### config.mk
export PLATFORM = sky130hd
export DESIGN_NAME = game_flow_controller
export DESIGN_NICKNAME = d
export VERILOG_FILES = /design/src/rtl/game_pkg.sv /design/src/rtl/bcd_score_counter.sv /design/src/rtl/game_flow_controller.sv
export SDC_FILE = /design/constraint.sdc
export NUM_CORES = 1
export LEC_CHECK = 0
export CAP_MARGIN = 40
export CORE_AREA = 2 2 56 111
export CTS_CLUSTER_SIZE = 16
export DETAILED_ROUTE_END_ITERATION = 7
export DIE_AREA = 0 0 58 113
export HOLD_SLACK_MARGIN = 0.12
export PLACE_DENSITY_LB_ADDON = 0.15
export SETUP_SLACK_MARGIN = 0.5
export SLEW_MARGIN = 20
export SYNTH_ARGS = -nofsm -noshare
export SYNTH_HDL_FRONTEND = slang
export SYNTH_SLANG_ARGS = --single-unit
### constraint.sdc
create_clock -name Clk -period 11.3 [get_ports Clk]
set_clock_uncertainty 0.2 [all_clocks]
set_input_delay 2.825 -clock Clk [delete_from_list [all_inputs] [get_ports Clk]]
set_output_delay 2.825 -clock Clk [all_outputs]
set_load 0.02 [all_outputs]
### src/rtl/game_pkg.sv
// Shared types and widths for the duck-game flow controller and its score counter.
// Pure declarations; no logic and no latency.
// No handshakes.
package game_pkg;

    typedef enum logic [1:0] {
        START,
        PLAY,
        GAMEOVER
    } game_state_t;

    typedef logic [3:0] bcd_t;

    localparam int LIVES_W     = 4;
    localparam int FRAME_CNT_W = 8;

endpackage

### src/rtl/bcd_score_counter.sv
// Two-digit BCD score that adds 0, 1 or 2 per cycle and saturates at 99.
// Latency: increments and clear show on the outputs one clk after they are sampled.
// No backpressure: every increment presented is applied, and increments past 99 are dropped.
module bcd_score_counter
    import game_pkg::*;
(
    input  logic clk,
    input  logic rst_n,
    input  logic clear,
    input  logic inc1,
    input  logic inc2,
    output bcd_t score_1,
    output bcd_t score_10
);

    bcd_t       units_q, units_d;
    bcd_t       tens_q, tens_d;
    logic [4:0] units_sum;

    always_comb begin
        units_d   = units_q;
        tens_d    = tens_q;
        units_sum = {1'b0, units_q} + {4'd0, inc1} + {4'd0, inc2};
        if (clear) begin
            units_d = '0;
            tens_d  = '0;
        end else if (units_sum > 5'd9) begin
            // A carry out of 9x would pass 99, so pin the display at 99 instead.
            if (tens_q == 4'd9) begin
                units_d = 4'd9;
            end else begin
                units_d = units_sum[3:0] - 4'd10;
                tens_d  = tens_q + 4'd1;
            end
        end else begin
            units_d = units_sum[3:0];
        end
    end

    always_ff @(posedge clk or negedge rst_n) begin
        if (!rst_n) begin
            units_q <= '0;
            tens_q  <= '0;
        end else begin
            units_q <= units_d;
            tens_q  <= tens_d;
        end
    end

    assign score_1  = units_q;
    assign score_10 = tens_q;

endmodule

### src/rtl/game_flow_controller.sv
// Game sequencer: title -> play -> game-over -> title, with score, lives and duck respawn.
// Latency: key/frame inputs act 2 Clk after sync; hit/escape affect outputs the next Clk.
// No backpressure: events on a dead duck, keys in PLAY and early keys in GAMEOVER are dropped.
module game_flow_controller
    import game_pkg::*;
#(
    parameter int LIVES_INIT    = 3,
    parameter int GAMEOVER_HOLD = 120,
    parameter int RESPAWN_DELAY = 30
) (
    input  logic               Clk,
    input  logic               Reset_n,
    input  logic               frame_clk,
    input  logic               start_key,
    input  logic               hit1,
    input  logic               hit2,
    input  logic               escape1,
    input  logic               escape2,
    output logic               is_start,
    output logic               is_gameover,
    output logic               is_home,
    output logic [LIVES_W-1:0] lives,
    output logic [3:0]         is_score_1,
    output logic [3:0]         is_score_10,
    output logic               respawn1,
    output logic               respawn2,
    output logic               duck_en1,
    output logic               duck_en2
);

    logic [1:0] key_sync_q, key_sync_d;
    logic [1:0] frame_sync_q, frame_sync_d;
    logic       key_prev_q, key_prev_d;
    logic       frame_prev_q, frame_prev_d;
    logic       key_evt, frame_tick;

    game_state_t                 state_q, state_d;
    logic                        is_start_q, is_start_d;
    logic                        is_gameover_q, is_gameover_d;
    logic                        is_home_q, is_home_d;
    logic [LIVES_W-1:0]          lives_q, lives_d;
    logic [FRAME_CNT_W-1:0]      hold_q, hold_d;
    logic [1:0][FRAME_CNT_W-1:0] delay_q, delay_d;
    logic [1:0]                  duck_en_q, duck_en_d;
    logic [1:0]                  respawn_q, respawn_d;

    logic [1:0] hit_v, esc_v, score_inc;
    logic [1:0] lost;
    logic       score_clr;
    bcd_t       score_1, score_10;

    assign hit_v = {hit2, hit1};
    assign esc_v = {escape2, escape1};

    always_comb begin
        key_sync_d   = {key_sync_q[0], start_key};
        frame_sync_d = {frame_sync_q[0], frame_clk};
        key_prev_d   = key_sync_q[1];
        frame_prev_d = frame_sync_q[1];
    end

    assign key_evt    = key_sync_q[1] & ~key_prev_q;
    assign frame_tick = frame_sync_q[1] & ~frame_prev_q;

    always_comb begin
        state_d       = state_q;
        is_start_d    = is_start_q;
        is_gameover_d = is_gameover_q;
        is_home_d     = is_home_q;
        lives_d       = lives_q;
        hold_d        = hold_q;
        delay_d       = delay_q;
        duck_en_d     = duck_en_q;
        respawn_d     = '0;
        score_inc     = '0;
        score_clr     = 1'b0;
        lost          = '0;
        case (state_q)
            START: begin
                if (key_evt) begin
                    state_d    = PLAY;
                    is_start_d = 1'b0;
                    lives_d    = LIVES_W'(LIVES_INIT);
                    score_clr  = 1'b1;
                    delay_d    = '0;
                    duck_en_d  = 2'b11;
                    respawn_d  = 2'b11;
                end
            end
            PLAY: begin
                // Lives are judged on the registered count, so the last escape
                // is visible for one cycle before the overlay appears.
                if (lives_q == '0) begin
                    state_d       = GAMEOVER;
                    is_gameover_d = 1'b1;
                    is_home_d     = 1'b1;
                    hold_d        = FRAME_CNT_W'(GAMEOVER_HOLD);
                    delay_d       = '0;
                    duck_en_d     = '0;
                end else begin
                    for (int n = 0; n < 2; n++) begin
                        if (duck_en_q[n]) begin
                            if (hit_v[n]) begin
                                score_inc[n] = 1'b1;
                                duck_en_d[n] = 1'b0;
                                delay_d[n]   = FRAME_CNT_W'(RESPAWN_DELAY);
                            end else if (esc_v[n]) begin
                                lost         = lost + 2'd1;
                                duck_en_d[n] = 1'b0;
                                delay_d[n]   = FRAME_CNT_W'(RESPAWN_DELAY);
                            end
                        end else if (frame_tick && delay_q[n] != '0) begin
                            delay_d[n] = delay_q[n] - FRAME_CNT_W'(1);
                            if (delay_q[n] == FRAME_CNT_W'(1)) begin
                                respawn_d[n] = 1'b1;
                                duck_en_d[n] = 1'b1;
                            end
                        end
                    end
                    if (lives_q > LIVES_W'(lost)) begin
                        lives_d = lives_q - LIVES_W'(lost);
                    end else begin
                        lives_d = '0;
                    end
                end
            end
            GAMEOVER: begin
                if (frame_tick && hold_q != '0) begin
                    hold_d = hold_q - FRAME_CNT_W'(1);
                end
                if (key_evt && hold_q == '0) begin
                    state_d       = START;
                    is_start_d    = 1'b1;
                    is_gameover_d = 1'b0;
                    is_home_d     = 1'b0;
                end
            end
            default: begin
                state_d = START;
            end
        endcase
    end

    always_ff @(posedge Clk or negedge Reset_n) begin
        if (!Reset_n) begin
            key_sync_q    <= '0;
            frame_sync_q  <= '0;
            key_prev_q    <= 1'b0;
            frame_prev_q  <= 1'b0;
            state_q       <= START;
            is_start_q    <= 1'b1;
            is_gameover_q <= 1'b0;
            is_home_q     <= 1'b0;
            lives_q       <= '0;
            hold_q        <= '0;
            delay_q       <= '0;
            duck_en_q     <= '0;
            respawn_q     <= '0;
        end else begin
            key_sync_q    <= key_sync_d;
            frame_sync_q  <= frame_sync_d;
            key_prev_q    <= key_prev_d;
            frame_prev_q  <= frame_prev_d;
            state_q       <= state_d;
            is_start_q    <= is_start_d;
            is_gameover_q <= is_gameover_d;
            is_home_q     <= is_home_d;
            lives_q       <= lives_d;
            hold_q        <= hold_d;
            delay_q       <= delay_d;
            duck_en_q     <= duck_en_d;
            respawn_q     <= respawn_d;
        end
    end

    bcd_score_counter u_score (
        .clk      (Clk),
        .rst_n    (Reset_n),
        .clear    (score_clr),
        .inc1     (score_inc[0]),
        .inc2     (score_inc[1]),
        .score_1  (score_1),
        .score_10 (score_10)
    );

    assign is_start    = is_start_q;
    assign is_gameover = is_gameover_q;
    assign is_home     = is_home_q;
    assign lives       = lives_q;
    assign is_score_1  = score_1;
    assign is_score_10 = score_10;
    assign respawn1    = respawn_q[0];
    assign respawn2    = respawn_q[1];
    assign duck_en1    = duck_en_q[0];
    assign duck_en2    = duck_en_q[1];

endmodule

==> impl_metrics.py, run 1 <==
metrics = {
    "clock_tree": {
        "clock_latency_ns": 0.30,
        "htreeDepth": 2,
        "path_clk_slew_ns": 0.07,
        "cts_setup_buffers": 0,
        "cts_resized": 0,
        "clockRootBuffer": "clkbuf_16",
        "clock-sinks": 50,
        "tritoncts": "done",
        "numCtsBuffers": 5,
        "cts_hold_buf": 0,
        "clockBufferDepth": 2,
    },
    "grt": {
        "grt_start_max_net_pins": 51,
        "grt_pass1_wl_mm": 11.9,
        "grt_pass1_vias": 2655,
        "antenna_found_initial": 0,
        "gr-usage-all-layers": 0.234,
        "overflow": 0,
    },
    "layout": {
        "areaGrowthSynthToFinish_pct": 13.5,
        "drive_gt1_frac": 0.104,
        "finalInstanceArea_sq_um": 3500,
        "instances_no_fill": 408,
        "n_antenna_cell": 0,
        "nets": 370,
    },
    "routing": {
        "drt_iter0_markers": 138,
        "route.detailed.drc": 0,
        "ant_nets": 0,
        "vias": 2521,
        "routed_wl_mm": 6.96,
        "first_pass_iters": 4,
        "via_per_inst": 6.18,
        "wl_per_cell_um": 17.1,
    },
    "place": {
        "placed_cell_area_sq_um": 3360,
        "gp_congestion": 0.935,
        "hpwlAfterDp_mm": 5.03,
        "dp_slack_ns": 5.19,
        "place_inst": 400,
        "port_buffers": 26,
    },
    "die": {
        "die_height_um": 113,
        "die-area_sq_um": 6550,
        "core_area_sq_um": 5660,
        "fp.dieW_um": 58,
        "rows": 39,
        "design.portCount": 27,
        "start_util": 0.545,
    },
    "timing": {
        "fin_crit_ns": 5.86,
        "post-route-period-util": 0.519,
        "slew_headroom": 0.450,
        "rsz0062_at_grt": "false",
        "final_hold_viol_count": 0,
        "finalWorstSetupSlack_ns": 5.44,
        "setup_tns_ns": 0,
        "setup_viol": 0,
        "report.final.slew_viol_count": 0,
        "max_freq_ghz": 0.171,
        "worst_pin_slew_ns": 0.822,
    },
    "yosys": {
        "ys_seq_elements": 50,
        "synth_cell_types": 66,
        "synth_area_sq_um": 3090,
        "synth_warnings": 0,
        "syn_nets": 345,
        "netlist_instances": 321,
        "seq_area_frac_synth": 0.406,
        "synthFlopType": "dfrtp_1",
        "async_flop_share": 1.00,
        "syn_avg_cell_area_sq_um": 9.62,
        "synth_edf_count": 0,
    },
    "critical_path": {
        "endpoint_kind": "flop",
        "ff2ff_setup_slack_ns": 7.01,
        "cp_max_fo": 7,
        "worstSetupPathType": "input pin to flop",
        "crit_required_ns": 11.29,
        "worst_ep_arrival_time_ns": 5.85,
        "cp-start-kind": "input pin",
    },
    "power": {
        "ir_worst_vdd_mv": 0.190,
        "power.leakage_nw": 1.53,
        "power_density_nw_per_um2": 250,
    },
    "run_status": {
        "status": "finished, final reports clean",
    },
    "min_path": {
        "hold_path.class": "flop to flop",
    },
    "flow_run": {
        "max-cap-violations": 0,
    },
}
[layer usage]
| metal | wire length [um] | track usage |
|---|---|---|
| met1 | 2790 | 0.264 |
| met2 | 3820 | 0.408 |
| met3 | 179 | 0.0457 |
| met4 | 181 | 0.115 |
| met5 | 0 | 0 |
[final timing paths]
check                                 endpoint  cells after the start          start
max in group asynchronous        key_sync_q[0]                      2        Reset_n
min reg2reg                      key_sync_q[1]                      0  key_sync_q[0]
min                              key_sync_q[1]                      0  key_sync_q[0]
min in group asynchronous           delay_q[5]                      2        Reset_n
max                        u_score.score_10[1]                     11           hit2
max reg2reg                u_score.score_10[1]                     12       lives[2]
[placed cells by master (no fill, tap or decap), types with 7 or more instances in the layout]
cell	count
nand2_1	34
o21ai_0	13
nand3_1	8
nor2_1	29
nor3_1	10
mux2i_1	7
dfrtp_1	49
clkdlybuf4s50_1	25
ha_1	14
inv_1	21
[Yosys cell counts (4+ instances only)]
cell type	n	area (sq um)
xor2_1	5	43.8
nor2_1	29	109
nand4_1	5	31.3
mux2i_1	7	70.1
o21ai_0	13	65.1
inv_1	21	78.8
dfrtp_1	49	1230
o211ai_1	5	37.5
a21oi_1	6	30.0
o221a_2	5	56.3
nor3b_1	6	45.0
nand3_1	8	40.0
ha_1	14	175
nor3_1	10	50.1
a31oi_1	6	37.5
nand2b_1	6	37.5
and2_1	5	31.3
and3_1	4	25.0
nand2_1	34	128
[power by group]
group	total, mW	internal [mW]	switching (mW)	leakage, nW
Clock	0.150	0.0815	0.0683	0.0706
Combinational	0.419	0.181	0.237	0.822
Sequential	0.306	0.228	0.0777	0.633
[worst max-delay path, cell delays in order]
cell and delay (ns):
clkdlybuf4s50_1 0.47, and3_1 0.21, fa_1 0.42, ha_1 0.23
xor2_1 0.45, inv_1 0.10, ha_1 0.24, nand2b_1 0.16
o211ai_1 0.13, o22ai_2 0.23, mux2_2 0.38
[registers in the layout, indices dropped and copies added (netlist names)]
name	flops
key_prev_q	1
duck_en_q	2
frame_sync_q	2
u_score.score_10	4
key_sync_q	2
frame_prev_q	1
u_score.score_1	4
state_q	2
lives	4
delay_q	16
is_home	1
respawn_q	2
is_start	1
hold_q	8
[cell families after synthesis]
group / share of synthesized area
xor gates and xnor gates: 0.0170
buffers and inverters: 0.0482
adders and majority gates: 0.0697
AOI/OAI and AO/OA: 0.178
DFF: 0.406
muxes: 0.0336
and+or+nand+nor: 0.248
[layout make-up]
class	count	area, sq um
fill	497	2160
multi-input combinational	240	1690
sequential	50	1250
timing repair buffer	28	270
clock buffer	6	129
inverter	21	78.8
tap	61	76.3
clock inverter	2	10.0
[through the flow]
stage | hold slack, ns | power (mW) | util
6_report | 0.143 | 0.874 | 0.619
5_1_grt | 0.146 | 0.944 | 0.619
4_1_cts | 0.146 | 0.879 | 0.619
3_5_place_dp | 0.136 | 0.724 | 0.594
3_3_place_gp | 0.132 | 0.712 | 0.594
2_1_floorplan | 0.131 | 0.614 | -
Note: power is estimated with default switching activity, not from simulation.
==> run 2: changes to the inputs <==
- CORE_AREA: 2 2 56 111 -> 2 2 58 114
- DIE_AREA: 0 0 58 113 -> 0 0 60 116
- clock period: 11.3 -> 5.3 ns (I/O delays scaled with it)
==> run 2 against run 1 <==
  * First-iteration DRC count fell by 5.8%
  * Via count rose by 2.5%
  * Combinational power rose by 110%
  * Worst hold slack improved by 0.010 ns
  * Utilization fell by 3.4 points
  * Largest cell class unchanged
  * Largest power group unchanged
==> impl_metrics.py, run 2 (synthesized netlist as in run 1, its figures left out) <==
metrics = {
    "run_status": {
        "status": "finished, final reports clean",
    },
    "critical_path": {
        "ff2ff_setup_slack_ns": 1.04,
        "r2r-start": "lives[2]",
        "critPathLaunch": "hit2",
        "reg2regPathDepth": 12,
        "reg2reg_to": "u_score.score_10[1]",
        "critPathMaxStageDelay_ns": 0.47,
        "worstSetupPathType": "input pin to flop",
        "critical_path.cell_chain": "clkdlybuf4s50_1 > and3_1 > fa_1 > ha_1 > xor2_1 > inv_1 > ha_1 > nand2b_1 > o211ai_1 > o22ai_2 > mux2_2",
        "slowest_stage": "clkdlybuf4s50_1",
        "crit_top_cell": "ha_1",
        "crit_required_ns": 5.28,
        "worst_ep_arrival_time_ns": 4.33,
        "cp_max_fo": 7,
        "endpoint_kind": "flop",
        "cp-start-kind": "input pin",
    },
    "die": {
        "fp.dieW_um": 60,
        "rows": 40,
        "die-area_sq_um": 6960,
        "core_area_sq_um": 6060,
        "start_util": 0.510,
        "die_height_um": 116,
        "design.portCount": 27,
    },
    "power": {
        "power_switching_share": 0.435,
        "power_density_nw_per_um2": 531,
        "p_clk_frac": 0.175,
        "finalPower_mw": 1.88,
        "p_sw_uw": 817,
        "ir_worst_vdd_mv": 0.282,
        "power.leakage_nw": 1.53,
        "p_int_mw": 1.06,
        "pwr-share-seq": 0.346,
        "combPwrFrac": 0.479,
    },
    "place": {
        "port_buffers": 26,
        "dp_slack_ns": 0.656,
        "gp_congestion": 0.874,
        "hpwlAfterDp_mm": 5.10,
        "placed_cell_area_sq_um": 3390,
    },
    "min_path": {
        "hold_path.class": "flop to flop",
        "min_from": "frame_sync_q[0]",
        "min_path_cells": 0,
        "holdPathEnd": "frame_sync_q[1]",
    },
    "grt": {
        "grt_pass1_vias": 2548,
        "gr-usage-all-layers": 0.224,
        "grt_pass1_wl_mm": 11.9,
        "grt_start_max_net_pins": 51,
        "overflow": 0,
        "antenna_found_initial": 0,
    },
    "flow_run": {
        "max-cap-violations": 0,
    },
    "routing": {
        "ant_nets": 0,
        "routed_wl_mm": 7.02,
        "drt_iter0_markers": 130,
        "via_per_inst": 6.00,
        "first_pass_iters": 4,
        "vias": 2584,
        "wl_per_cell_um": 16.3,
        "route.detailed.drc": 0,
    },
    "layout": {
        "areaGrowthSynthToFinish_pct": 14.7,
        "top_register": "delay_q",
        "largest_reg_flops": 16,
        "n_antenna_cell": 0,
        "finalInstanceArea_sq_um": 3540,
        "final_common_cell": "dfrtp_1",
        "fillCellCount": 531,
        "utilization": 0.585,
        "nets": 370,
        "final_cell_mix": "dfrtp_1 (49), nand2_1 (34), nor2_1 (29)",
        "biggestRegsByFlops": "delay_q (16), hold_q (8)",
        "drive_gt1_frac": 0.104,
    },
    "clock_tree": {
        "clockRootBuffer": "clkbuf_16",
        "htreeDepth": 2,
        "clockBufferDepth": 2,
        "cts_setup_buffers": 0,
        "cts_hold_buf": 0,
        "tritoncts": "done",
        "clock-sinks": 50,
        "numCtsBuffers": 5,
        "path_clk_slew_ns": 0.07,
        "cts_resized": 0,
        "clock_latency_ns": 0.29,
    },
    "timing": {
        "post-route-period-util": 0.820,
        "report.final.slew_viol_count": 0,
        "fin_crit_ns": 4.35,
        "setup_tns_ns": 0,
        "worst_pin_slew_ns": 0.817,
        "max_freq_ghz": 0.230,
        "setup_viol": 0,
        "finalWorstSetupSlack_ns": 0.953,
        "final_hold_viol_count": 0,
        "rsz0062_at_grt": "false",
        "slew_headroom": 0.453,
    },
}
run 2: cell count changes in the layout (fill, tap and decap cells not counted):
| cell | delta |
|---|---|
| clkinv_2 | -1 |
| clkbuf_8 | +1 |
run 2: how the worst max path moves through the flow:
| stage | cells past startpoint | to | slack (ns) |
|---|---|---|---|
| after floorplan | 10 | u_score.score_10[1] | 1.48 |
| after global placement | 11 | u_score.score_10[1] | 0.72 |
| after detailed placement | 11 | u_score.score_10[1] | 0.66 |
| after CTS | 11 | u_score.score_10[1] | 0.95 |
| after global routing | 11 | u_score.score_10[1] | 0.69 |
| final | 11 | u_score.score_10[1] | 0.95 |
run 2: critical path: cells and delay by family:
family / cells / cell delay (ns)
xor+xnor: 1 / 0.43
fa+ha+maj: 3 / 0.91
mux: 1 / 0.37
buf+inv: 2 / 0.56
compound gates: 2 / 0.36
simple gates: 2 / 0.36
run 2: power by group through the flow:
stage | Combinational, mW | Clock [mW] | Sequential (mW)
finish | 0.899 | 0.329 | 0.650
global route | 1.00 | 0.352 | 0.671
CTS | 0.899 | 0.336 | 0.648
detailed placement | 0.892 | 0 | 0.655
global placement | 0.872 | 0 | 0.653
floorplan | 0.671 | 0 | 0.638
run 2: area by class of cell:
cell class / count / area (sq um) / share of cell area
clock inverters: 1 / 5.00 / 0.00141
well taps: 84 / 105 / 0.0297
clock buffers: 7 / 143 / 0.0403
repair buffers: 28 / 270 / 0.0764
multi-input cells: 240 / 1690 / 0.476
inverters: 21 / 78.8 / 0.0223
flip-flops and latches: 50 / 1250 / 0.354
run 2: metal layers:
metal / share of wire / GRT usage / routed length [um] / vias up
li1: - / - / - / 1230
met1: 0.40 / 0.255 / 2780 / 1287
met2: 0.56 / 0.400 / 3910 / 54
met3: 0.027 / 0.0379 / 192 / 13
met4: 0.019 / 0.0859 / 136 / 0
met5: 0 / 0 / 0 / -
run 2: stage by stage:
| step | hold slack (ns) | std cells |
|---|---|---|
| after floorplan | 0.131 | 321 |
| after global placement | 0.133 | 423 |
| after detailed placement | 0.140 | 423 |
| after CTS | 0.155 | 431 |
| after global routing | 0.171 | 431 |
| final | 0.153 | 431 |
==> run 3: changes to the inputs <==
- CORE_AREA: 2 2 58 114 -> 2 2 56 111
- DIE_AREA: 0 0 60 116 -> 0 0 58 113
- clock period: 5.3 -> 4.2 ns (I/O delays scaled with it)
==> run 3 against run 2 <==
  * Clock power rose by 28%
  * Total power increased by 29%
  * Largest cell class unchanged
  * Wire length grew 3.1%
  * First-iteration DRC count down 6.9%
  * Cell count is 3.9% lower
  * Global-route usage is 1.6 points higher
  * Sequential power up 27%
  * Sequential share of layout area shrank 0.69 points
==> impl_metrics.py, run 3 (synthesized netlist as in run 1, its figures left out) <==
metrics = {
    "timing": {
        "post-route-period-util": 0.839,
        "slew_headroom": 0.567,
        "final_hold_viol_count": 0,
        "max_freq_ghz": 0.284,
        "worst_pin_slew_ns": 0.643,
        "fin_crit_ns": 3.52,
        "setup_tns_ns": 0,
        "setup_viol": 0,
        "report.final.slew_viol_count": 0,
        "rsz0062_at_grt": "false",
    },
    "die": {
        "die_height_um": 113,
        "fp.dieW_um": 58,
        "rows": 39,
        "core_area_sq_um": 5660,
        "start_util": 0.545,
        "die-area_sq_um": 6550,
        "design.portCount": 27,
    },
    "routing": {
        "vias": 2594,
        "wl_per_cell_um": 17.5,
        "drt_iter0_markers": 121,
        "ant_nets": 0,
        "via_per_inst": 6.27,
        "route.detailed.drc": 0,
        "routed_wl_mm": 7.24,
        "first_pass_iters": 4,
    },
    "layout": {
        "top_register": "delay_q",
        "n_antenna_cell": 0,
        "drive_gt1_frac": 0.130,
        "final_common_cell": "dfrtp_1",
        "nets": 376,
        "instances_no_fill": 414,
        "fillCellCount": 487,
        "areaGrowthSynthToFinish_pct": 16.9,
        "biggestRegsByFlops": "delay_q (16), hold_q (8)",
        "largest_reg_flops": 16,
        "final_cell_mix": "dfrtp_1 (49), nand2_1 (34), nor2_1 (29)",
    },
    "critical_path": {
        "crit_required_ns": 4.19,
        "cp-start-kind": "input pin",
        "cp_max_fo": 5,
        "endpoint_kind": "flop",
        "worstSetupPathType": "input pin to flop",
        "worst_ep_arrival_time_ns": 3.51,
    },
    "power": {
        "ir_worst_vdd_mv": 0.475,
        "power_density_nw_per_um2": 673,
        "power.leakage_nw": 1.57,
    },
    "place": {
        "port_buffers": 26,
        "hpwlAfterDp_mm": 5.17,
        "gp_congestion": 0.922,
        "place_inst": 404,
    },
    "clock_tree": {
        "htreeDepth": 2,
        "numCtsBuffers": 5,
        "path_clk_slew_ns": 0.07,
        "tritoncts": "done",
        "clock-sinks": 50,
        "clockRootBuffer": "clkbuf_16",
        "clockBufferDepth": 2,
        "cts_hold_buf": 0,
        "clock_latency_ns": 0.30,
    },
    "grt": {
        "gr-usage-all-layers": 0.239,
        "overflow": 0,
        "grt_pass1_vias": 2596,
        "grt_pass1_wl_mm": 12.3,
        "grt_start_max_net_pins": 35,
        "antenna_found_initial": 0,
    },
    "run_status": {
        "status": "finished, final reports clean",
    },
    "min_path": {
        "hold_path.class": "flop to flop",
    },
    "flow_run": {
        "max-cap-violations": 0,
    },
}
## run 3: area by class of cell
| cell class | instances | area [sq um] | area share |
|---|---|---|---|
| well taps | 61 | 76.3 | 0.0211 |
| repair buffers | 34 | 338 | 0.0936 |
| inverters | 21 | 78.8 | 0.0218 |
| multi-input cells | 240 | 1720 | 0.476 |
| clock inverters | 1 | 5.00 | 0.00139 |
| flip-flops and latches | 50 | 1250 | 0.347 |
| clock buffers | 7 | 143 | 0.0395 |
## run 3: power breakdown
group | internal (mW) | total [mW] | switching (mW)
logic | 0.523 | 1.18 | 0.661
clock network | 0.237 | 0.420 | 0.183
registers | 0.613 | 0.826 | 0.213
## run 3: final timing paths
kind | to | slack (ns) | cells past startpoint | startpoint
hold reg to reg | frame_sync_q[1] | 0.15 | 0 | frame_sync_q[0]
min in group asynchronous | delay_q[3] | 0.50 | 1 | Reset_n
max in group asynchronous | is_start | 2.62 | 2 | Reset_n
setup / recovery | u_score.score_10[1] | 0.68 | 11 | hit1
setup reg to reg | u_score.score_10[1] | 0.77 | 12 | lives[2]
hold / removal | frame_sync_q[1] | 0.15 | 0 | frame_sync_q[0]
## run 3: timing repair
| action | CTS | global route |
|---|---|---|
| gates resized for setup | 1 | 4 |
| pin swaps | 1 | 0 |
| buffers inserted | 1 | 0 |
| endpoints found under the setup margin | 7 | 10 |
## run 3: per-stage QoR
step / util / total power, mW / area [sq um] / setup WS [ns] / hold slack, ns
global placement: 0.601 / 1.95 / 3400 / 0.122 / 0.137
CTS: 0.630 / 2.42 / 3570 / 0.534 / 0.152
detailed placement: 0.601 / 1.98 / 3400 / 0.0269 / 0.137
floorplan: - / 1.65 / 3090 / 0.517 / 0.131
finish: 0.638 / 2.43 / 3610 / 0.678 / 0.150
global route: 0.638 / 2.60 / 3610 / 0.585 / 0.166
## run 3: per-layer routing
layer | vias up | track usage | wire length, um
li1 | 1235 | - | -
met5 | - | 0 | 0
met3 | 14 | 0.0457 | 221
met1 | 1290 | 0.274 | 2850
met2 | 55 | 0.420 | 4010
met4 | 0 | 0.104 | 147
## run 3: worst max-delay path: stages
cell and delay (ns):
clkdlybuf4s50_1 0.43, and3_1 0.17, fa_1 0.41, ha_2 0.23, xor2_4 0.14, inv_1 0.06
ha_1 0.22, nand2b_1 0.17, o211ai_1 0.13, o22ai_2 0.14, mux2_2 0.34
